==> src/rtl/shift_ex_stage_if.sv <==
// Execute-stage shifter bus: decode-side issue handshake and memory-side result handshake.
// The zero-flag pair (out_zf, out_zf_wr) exists only when SHIFT_EX_ZFLAG_EN is defined.
interface shift_ex_stage_if #(
  parameter int unsigned DW = 16,
  parameter int unsigned RW = 4
);
  logic          in_valid;
  logic          in_ready;
  logic [1:0]    in_op;
  logic [RW-1:0] in_rs_idx;
  logic [DW-1:0] in_rs_data;
  logic [3:0]    in_imm;
  logic [RW-1:0] in_rd_idx;

  logic          out_valid;
  logic          out_ready;
  logic [DW-1:0] out_data;
  logic [RW-1:0] out_rd_idx;

`ifdef SHIFT_EX_ZFLAG_EN
  logic          out_zf;
  logic          out_zf_wr;

  modport master (
    output in_valid, in_op, in_rs_idx, in_rs_data, in_imm, in_rd_idx, out_ready,
    input  in_ready, out_valid, out_data, out_rd_idx, out_zf, out_zf_wr
  );

  modport slave (
    input  in_valid, in_op, in_rs_idx, in_rs_data, in_imm, in_rd_idx, out_ready,
    output in_ready, out_valid, out_data, out_rd_idx, out_zf, out_zf_wr
  );
`else
  modport master (
    output in_valid, in_op, in_rs_idx, in_rs_data, in_imm, in_rd_idx, out_ready,
    input  in_ready, out_valid, out_data, out_rd_idx
  );

  modport slave (
    input  in_valid, in_op, in_rs_idx, in_rs_data, in_imm, in_rd_idx, out_ready,
    output in_ready, out_valid, out_data, out_rd_idx
  );
`endif
endinterface

==> src/rtl/shift_ex_stage.sv <==
// Execute stage for the 16-bit SLL/SRA/ROR shifter: operand register, EX/MEM + MEM/WB forwarding,
// result register with valid/ready toward memory. Define SHIFT_EX_ZFLAG_EN to add the zero flag.
module shift_ex_stage #(
  parameter int unsigned DW = 16,
  parameter int unsigned RW = 4
) (
  input  logic            clk,
  input  logic            rst_n,
  input  logic            flush,
  input  logic            exm_wr,
  input  logic [RW-1:0]   exm_idx,
  input  logic [DW-1:0]   exm_data,
  input  logic            mwb_wr,
  input  logic [RW-1:0]   mwb_idx,
  input  logic [DW-1:0]   mwb_data,
  shift_ex_stage_if.slave bus
);
  localparam int unsigned OPW = 2;
  localparam int unsigned SHW = 4;
  localparam int unsigned RTW = 5;

  typedef enum logic [OPW-1:0] {
    MODE_SLL = 2'b00,
    MODE_SRA = 2'b01,
    MODE_ROR = 2'b10,
    MODE_RSV = 2'b11
  } mode_e;

  // S1 operand register
  logic          s1_valid;
  mode_e         s1_op;
  logic [RW-1:0] s1_rs_idx;
  logic [DW-1:0] s1_rs_data;
  logic [SHW-1:0] s1_imm;
  logic [RW-1:0] s1_rd_idx;

  // S2 result register
  logic          out_valid_q;
  logic [DW-1:0] out_data_q;
  logic [RW-1:0] out_rd_idx_q;

  logic          s2_free;
  logic          s1_adv;
  logic          in_ready_c;
  logic          s1_load;
  logic [DW-1:0] opnd;
  logic [DW-1:0] shift_res;

  assign s2_free    = !out_valid_q || bus.out_ready;
  assign s1_adv     = s1_valid && s2_free;
  assign in_ready_c = !s1_valid || s2_free;
  assign s1_load    = bus.in_valid && in_ready_c && !flush;

  assign bus.in_ready   = in_ready_c;
  assign bus.out_valid  = out_valid_q;
  assign bus.out_data   = out_data_q;
  assign bus.out_rd_idx = out_rd_idx_q;

  // Operand forwarding, re-evaluated every cycle so a stalled S1 sees late producers
  always_comb begin
    opnd = s1_rs_data;
    if (exm_wr && (exm_idx == s1_rs_idx) && (exm_idx != '0)) begin
      opnd = exm_data;
    end else if (mwb_wr && (mwb_idx == s1_rs_idx) && (mwb_idx != '0)) begin
      opnd = mwb_data;
    end
  end

  // Shifter; the reserved mode and any zero amount fall through as SLL / pass-through
  always_comb begin
    shift_res = opnd << s1_imm;
    case (s1_op)
      MODE_SRA: shift_res = DW'($signed(opnd) >>> s1_imm);
      MODE_ROR: shift_res = (opnd >> s1_imm) | (opnd << (RTW'(DW) - {1'b0, s1_imm}));
      default:  ;
    endcase
  end

  always_ff @(posedge clk or negedge rst_n) begin
    if (!rst_n) begin
      s1_valid   <= 1'b0;
      s1_op      <= MODE_SLL;
      s1_rs_idx  <= '0;
      s1_rs_data <= '0;
      s1_imm     <= '0;
      s1_rd_idx  <= '0;
    end else if (flush) begin
      s1_valid <= 1'b0;
    end else if (s1_load) begin
      s1_valid   <= 1'b1;
      s1_op      <= mode_e'(bus.in_op);
      s1_rs_idx  <= bus.in_rs_idx;
      s1_rs_data <= bus.in_rs_data;
      s1_imm     <= bus.in_imm;
      s1_rd_idx  <= bus.in_rd_idx;
    end else if (s1_adv) begin
      s1_valid <= 1'b0;
    end
  end

  always_ff @(posedge clk or negedge rst_n) begin
    if (!rst_n) begin
      out_valid_q  <= 1'b0;
      out_data_q   <= '0;
      out_rd_idx_q <= '0;
    end else if (flush) begin
      out_valid_q <= 1'b0;
    end else if (s1_adv) begin
      out_valid_q  <= 1'b1;
      out_data_q   <= shift_res;
      out_rd_idx_q <= s1_rd_idx;
    end else if (bus.out_ready) begin
      out_valid_q <= 1'b0;
    end
  end

`ifdef SHIFT_EX_ZFLAG_EN
  logic out_zf_q;

  // Zero flag travels with out_data
  always_ff @(posedge clk or negedge rst_n) begin
    if (!rst_n) begin
      out_zf_q <= 1'b0;
    end else if (!flush && s1_adv) begin
      out_zf_q <= (shift_res == '0);
    end
  end

  assign bus.out_zf    = out_zf_q;
  assign bus.out_zf_wr = out_valid_q;
`endif

endmodule

==> src/flat_wrapper.sv <==
// flat-port wrapper written by rule: the top's interface ports become plain ports
module shift_ex_stage_flat 
#(
  parameter int unsigned DW = 16,
  parameter int unsigned RW = 4
)
  (clk, rst_n, flush, exm_wr, exm_idx, exm_data, mwb_wr, mwb_idx, mwb_data, bus_in_valid, bus_in_op, bus_in_rs_idx, bus_in_rs_data, bus_in_imm, bus_in_rd_idx, bus_out_ready, bus_in_ready, bus_out_valid, bus_out_data, bus_out_rd_idx);
  shift_ex_stage_if #(.DW(DW), .RW(RW)) bus_i ();
  input  logic clk;
  input  logic rst_n;
  input  logic flush;
  input  logic exm_wr;
  input  logic [RW-1:0] exm_idx;
  input  logic [DW-1:0] exm_data;
  input  logic mwb_wr;
  input  logic [RW-1:0] mwb_idx;
  input  logic [DW-1:0] mwb_data;
  input wire logic [$bits(bus_i.in_valid)-1:0] bus_in_valid;
  input wire logic [$bits(bus_i.in_op)-1:0] bus_in_op;
  input wire logic [$bits(bus_i.in_rs_idx)-1:0] bus_in_rs_idx;
  input wire logic [$bits(bus_i.in_rs_data)-1:0] bus_in_rs_data;
  input wire logic [$bits(bus_i.in_imm)-1:0] bus_in_imm;
  input wire logic [$bits(bus_i.in_rd_idx)-1:0] bus_in_rd_idx;
  input wire logic [$bits(bus_i.out_ready)-1:0] bus_out_ready;
  output wire logic [$bits(bus_i.in_ready)-1:0] bus_in_ready;
  output wire logic [$bits(bus_i.out_valid)-1:0] bus_out_valid;
  output wire logic [$bits(bus_i.out_data)-1:0] bus_out_data;
  output wire logic [$bits(bus_i.out_rd_idx)-1:0] bus_out_rd_idx;
  assign bus_i.in_valid = bus_in_valid;
  assign bus_i.in_op = bus_in_op;
  assign bus_i.in_rs_idx = bus_in_rs_idx;
  assign bus_i.in_rs_data = bus_in_rs_data;
  assign bus_i.in_imm = bus_in_imm;
  assign bus_i.in_rd_idx = bus_in_rd_idx;
  assign bus_i.out_ready = bus_out_ready;
  assign bus_in_ready = bus_i.in_ready;
  assign bus_out_valid = bus_i.out_valid;
  assign bus_out_data = bus_i.out_data;
  assign bus_out_rd_idx = bus_i.out_rd_idx;
  shift_ex_stage #(.DW(DW), .RW(RW)) u_core (.clk(clk), .rst_n(rst_n), .flush(flush), .exm_wr(exm_wr), .exm_idx(exm_idx), .exm_data(exm_data), .mwb_wr(mwb_wr), .mwb_idx(mwb_idx), .mwb_data(mwb_data), .bus(bus_i));
endmodule
==> config.mk <==
export PLATFORM = sky130hd
export DESIGN_NAME = shift_ex_stage_flat
export DESIGN_NICKNAME = d
export VERILOG_FILES = /design/src/rtl/shift_ex_stage_if.sv /design/src/rtl/shift_ex_stage.sv /design/src/flat_wrapper.sv
export SDC_FILE = /design/constraint.sdc
export NUM_CORES = 1
export LEC_CHECK = 0
export ABC_AREA = 0
export BUFFER_PORTS_ARGS = -buffer_cell sky130_fd_sc_hd__clkbuf_2
export CORE_MARGIN = 2
export CORE_UTILIZATION = 28
export CTS_BUF_LIST = sky130_fd_sc_hd__clkbuf_8 sky130_fd_sc_hd__clkbuf_16
export CTS_CLUSTER_DIAMETER = 30
export DETAILED_ROUTE_END_ITERATION = 10
export PLACE_DENSITY = 0.48
export SLEW_MARGIN = 20
export SYNTH_ARGS = -nofsm -noshare
export SYNTH_HDL_FRONTEND = slang
export SYNTH_SLANG_ARGS = --single-unit
==> constraint.sdc <==
create_clock -name clk -period 6.4 [get_ports clk]
set_input_delay 1.28 -clock clk [delete_from_list [all_inputs] [get_ports clk]]
set_output_delay 1.28 -clock clk [all_outputs]
set_load 0.02 [all_outputs]
==> reports/results.tsv <==
stage	metric	value	unit
outcome	run status	finished, final reports clean	
timing	final count of negative-setup-slack endpoints	0	
critical_path	largest fanout on the critical path	17	
clock_network	clock root buffer	sky130_fd_sc_hd__clkbuf_16	
logic_synthesis	Post-Synthesis Net Count	672	
routing	Starting DRT DRC Count	673	
timing	final worst path period need	4.46	ns
logic_synthesis	count of flip-flops with a built-in enable after synthesis	0	
critical_path	cell type of the slowest stage on the worst timing path	sky130_fd_sc_hd__a31oi_1	
logic_synthesis	ys async rst share	100	%
routing	first drt pass iteration count	5	
power_and_ir_drop	post-layout power	1.80	mW
critical_path	startpoint types	primary input	
placed_design	final estimated routing congestion in global placement	1.00	
clock_network	post-CTS setup buffer count	0	
finish	Register Area	0.00130	mm2
routing	number of nets with antenna violations after routing	0	
clock_network	clk buf depth	2	
logic_synthesis	most area-hungry cell type in the Yosys netlist	sky130_fd_sc_hd__dfrtp_1	
finish	fraction of layout cells with a size suffix above 1	28.7	%
logic_synthesis	cell count after synthesis	592	
power_and_ir_drop	Leakage	2.31	nW
floorplanning	CORE AREA	0.0174	mm2
run	number of max-cap violations	0	
logic_synthesis	proportion of synthesized chip area in sequential cells	26.1	%
finish	final-stage net count	738	
timing	Setup Skew	0.0146	ns
global_routing	largest net degree at the start of global routing	53	
placed_design	port bufs	98	
timing	Final Max Tran Viols	0	
routing	Via density	6.07	
logic_synthesis	primary flip-flop cell chosen by synthesis mapping	sky130_fd_sc_hd__dfrtp_1	
floorplanning	width of the die	137	um
clock_network	number of H-tree levels	2	
critical_path	Worst Path Class, Setup	in2reg	
routing	wire length reported by the detailed router	20.1	mm
global_routing	via count of the first global-routing pass	5339	
critical_path	endpoint class of the critical path	register	
timing	setup repair after global routing missed its margin	false	
floorplanning	initial core utilization	28.7	%
power_and_ir_drop	Power per Cell Area	312	mW/mm2
clock_network	post_cts resized	0	
clock_network	clock-pin slew on the worst setup and hold paths	0.08	ns
finish	number of standard cells in the layout, taps in and fillers out	883	
critical_path	Cell Chain, Critical Path	clkbuf_2, xor2_1, nor2_1, nand3_1, a31oi_1, mux2_2, nor2_1, o311ai_0, nand3_1, a41oi_1	
timing	relative slew slack	28.6	%
floorplanning	Placement Rows	48	
timing	transition time of the tightest slew-check pin	1.07	ns
logic_synthesis	largest cells by area after synthesis	sky130_fd_sc_hd__dfrtp_1 26%, sky130_fd_sc_hd__mux2_2 9.7%, sky130_fd_sc_hd__mux4_2 6.8%, sky130_fd_sc_hd__mux2i_1 5.4%, sky130_fd_sc_hd__nand2_1 4.4%	
clock_network	TritonCTS clock tree	yes	
routing	number of vias after detailed routing	5362	
critical_path	arrival time reported for the critical path endpoint	4.69	ns
finish	area of combinational cells with multiple inputs	0.00345	mm2
clock_network	Worst-Skew Late Latency	0.31	ns
logic_synthesis	yosys synthesis warning count	0	
routing	mean routed wirelength per cell	22.8	um
logic_synthesis	post-synthesis sequential element count	52	
floorplanning	Total Die Area	0.0189	mm2
power_and_ir_drop	maximum VDD drop	0.000117	V
timing	final period utilization	69.7	%
global_routing	global-route total usage across every layer	21.9	%
finish	final core utilization	33.3	%
clock_network	# clock sinks	52	
clock_network	hold buffers post-CTS	0	
clock_network	total CTS buffers	5	
timing	final-layout worst hold slack	0.450	ns
critical_path	maximum cell stage delay along the critical path	0.83	ns
routing	DRC viols	0	
logic_synthesis	Post-Syn Area	0.00499	mm2
logic_synthesis	area share of the largest cell type after synthesis	26.1	%
logic_synthesis	mean area per synthesized cell	8.42	um2
global_routing	initial antenna violation count	0	
logic_synthesis	count of cell types in the netlist	72	
timing	Achievable Freq	224	MHz
finish	area added between synthesis and finish	16.0	%
finish	number of antenna diodes	0	
timing	Total Neg Setup Slack	0	ns
floorplanning	height of the chip	137	um
critical_path	required time worst endpoint	6.63	ns
timing	number of endpoints with negative hold slack in the final report	0	
finish	number of filler cells placed in the layout	1838	
floorplanning	count of pins on the block boundary	99	
worst_hold_path	type of the tightest min-delay check	reg2reg	
placed_design	sum of net half-perimeters after detailed placement	14.7	mm
placed_design	placed instance count	876	
global_routing	wire length of the first global-routing pass	31.3	mm
global_routing	total congestion overflow	0	
-- layout by cell type (no fill, tap or decap), drive strengths merged, types with 6 or more instances in the layout --
cell / synthesis / layout
nand2: 58 / 58
buf: 15 / 14
and2: 6 / 6
o21ai: 40 / 40
inv: 7 / 8
mux2i: 28 / 28
a22oi: 8 / 8
a21oi: 26 / 26
nor3: 26 / 26
dfrtp: 52 / 52
nand4: 6 / 6
nor2: 45 / 45
nand3: 29 / 29
nand2b: 6 / 6
mux2: 43 / 43
xnor2: 9 / 9
mux4: 15 / 15
o211ai: 7 / 7
a31oi: 20 / 20
a211oi: 9 / 9
clkbuf: 38 / 103
-- path summary, 6_finish.rpt --
check	startpoint	end	slack, ns	depth (start not counted)
max reg2reg	u_core.s1_rs_idx[2]	u_core.bus.out_data[9]	2.32	9
min in group asynchronous	rst_n	u_core.bus.out_data[8]	1.11	2
min reg2reg	u_core.s1_rd_idx[2]	u_core.bus.out_rd_idx[2]	0.45	2
max in group asynchronous	rst_n	u_core.bus.out_rd_idx[1]	4.81	2
max	mwb_idx[2]	u_core.bus.out_data[13]	1.94	10
min	u_core.s1_rd_idx[2]	u_core.bus.out_rd_idx[2]	0.45	2
-- synthesized netlist by cell type, drive strengths merged (3+ instances only) --
cell and n:
nand2 58, dfrtp 52, nor2 45, mux2 43, o21ai 40, clkbuf 38
nand3 29, mux2i 28, a21oi 26, nor3 26, a31oi 20, buf 15
mux4 15, a211oi 9, xnor2 9, a22oi 8, inv 7, o211ai 7
and2 6, nand2b 6, nand4 6, a21boi 5, nor4 5, o22ai 5
a221oi 4, a31o 4, nor2b 4, o221ai 4, o311ai 4, or2 4
a2111oi 3, a21o 3, a2bb2oi 3, a311oi 3, and3 3, and4 3
ha 3, o31ai 3, or3 3
-- stage by stage --
stage               worst slack [ns]  area [um2]
finish                          1.94        5790
global route                    1.69        5790
CTS                             2.07        5790
detailed placement              1.75        5650
global placement                1.77        5650
floorplan                       2.56        4990
-- metal layers --
layer,vias to the layer above,GRT usage [%],part of all wire [%]
li1,2398,-,-
met1,2594,29.8,42
met2,311,33.9,45
met3,59,3.97,8.0
met4,0,9.68,4.6
met5,-,0,0
-- power breakdown --
| part | switching [mW] | total (mW) | leakage, nW | internal [mW] |
|---|---|---|---|---|
| clock network | 0.131 | 0.272 | 0.0709 | 0.141 |
| registers | 0.0581 | 0.459 | 0.617 | 0.401 |
| logic | 0.685 | 1.07 | 1.62 | 0.387 |
| total | 0.874 | 1.80 | 2.31 | 0.929 |
-- worst max-delay path, delay by kind of cell --
kind                      cells  cell delay [ns]
xor gates and xnor gates      1             0.14
muxes                         1             0.37
buffers and inverters         1             0.09
and+or+nand+nor               4             1.16
AOI/OAI and AO/OA             3             1.66
-- cell type report --
type / count / area share [%]
Multi-Input combinational cell: 480 / 59.6
Clock buffer: 5 / 2.16
Sequential cell: 52 / 22.5
Clock inverter: 2 / 0.151
Inverter: 7 / 0.454
Timing Repair Buffer: 112 / 10.3
Tap cell: 225 / 4.87
-- flip-flops by register name, summed over array words and instances (netlist names) --
signal,cells
u_core.bus.out_data,16
u_core.bus.out_rd_idx,4
u_core.bus.out_valid,1
u_core.s1_imm,4
u_core.s1_op,2
u_core.s1_rd_idx,4
u_core.s1_rs_data,16
u_core.s1_rs_idx,4
u_core.s1_valid,1
-- logic make-up (layout without fill, tap and decap cells) --
kind of cell	count (synthesis)	count (layout)	synth area share, %
and+or+nand+nor	204	204	19.5
AOI/OAI and AO/OA	176	176	24.7
muxes	86	86	22.2
buffers and inverters	60	126	4.87
DFF	52	52	26.1
xor gates and xnor gates	11	11	1.93
adders and majority gates	3	3	0.753
(Power assumes the default switching activity.)
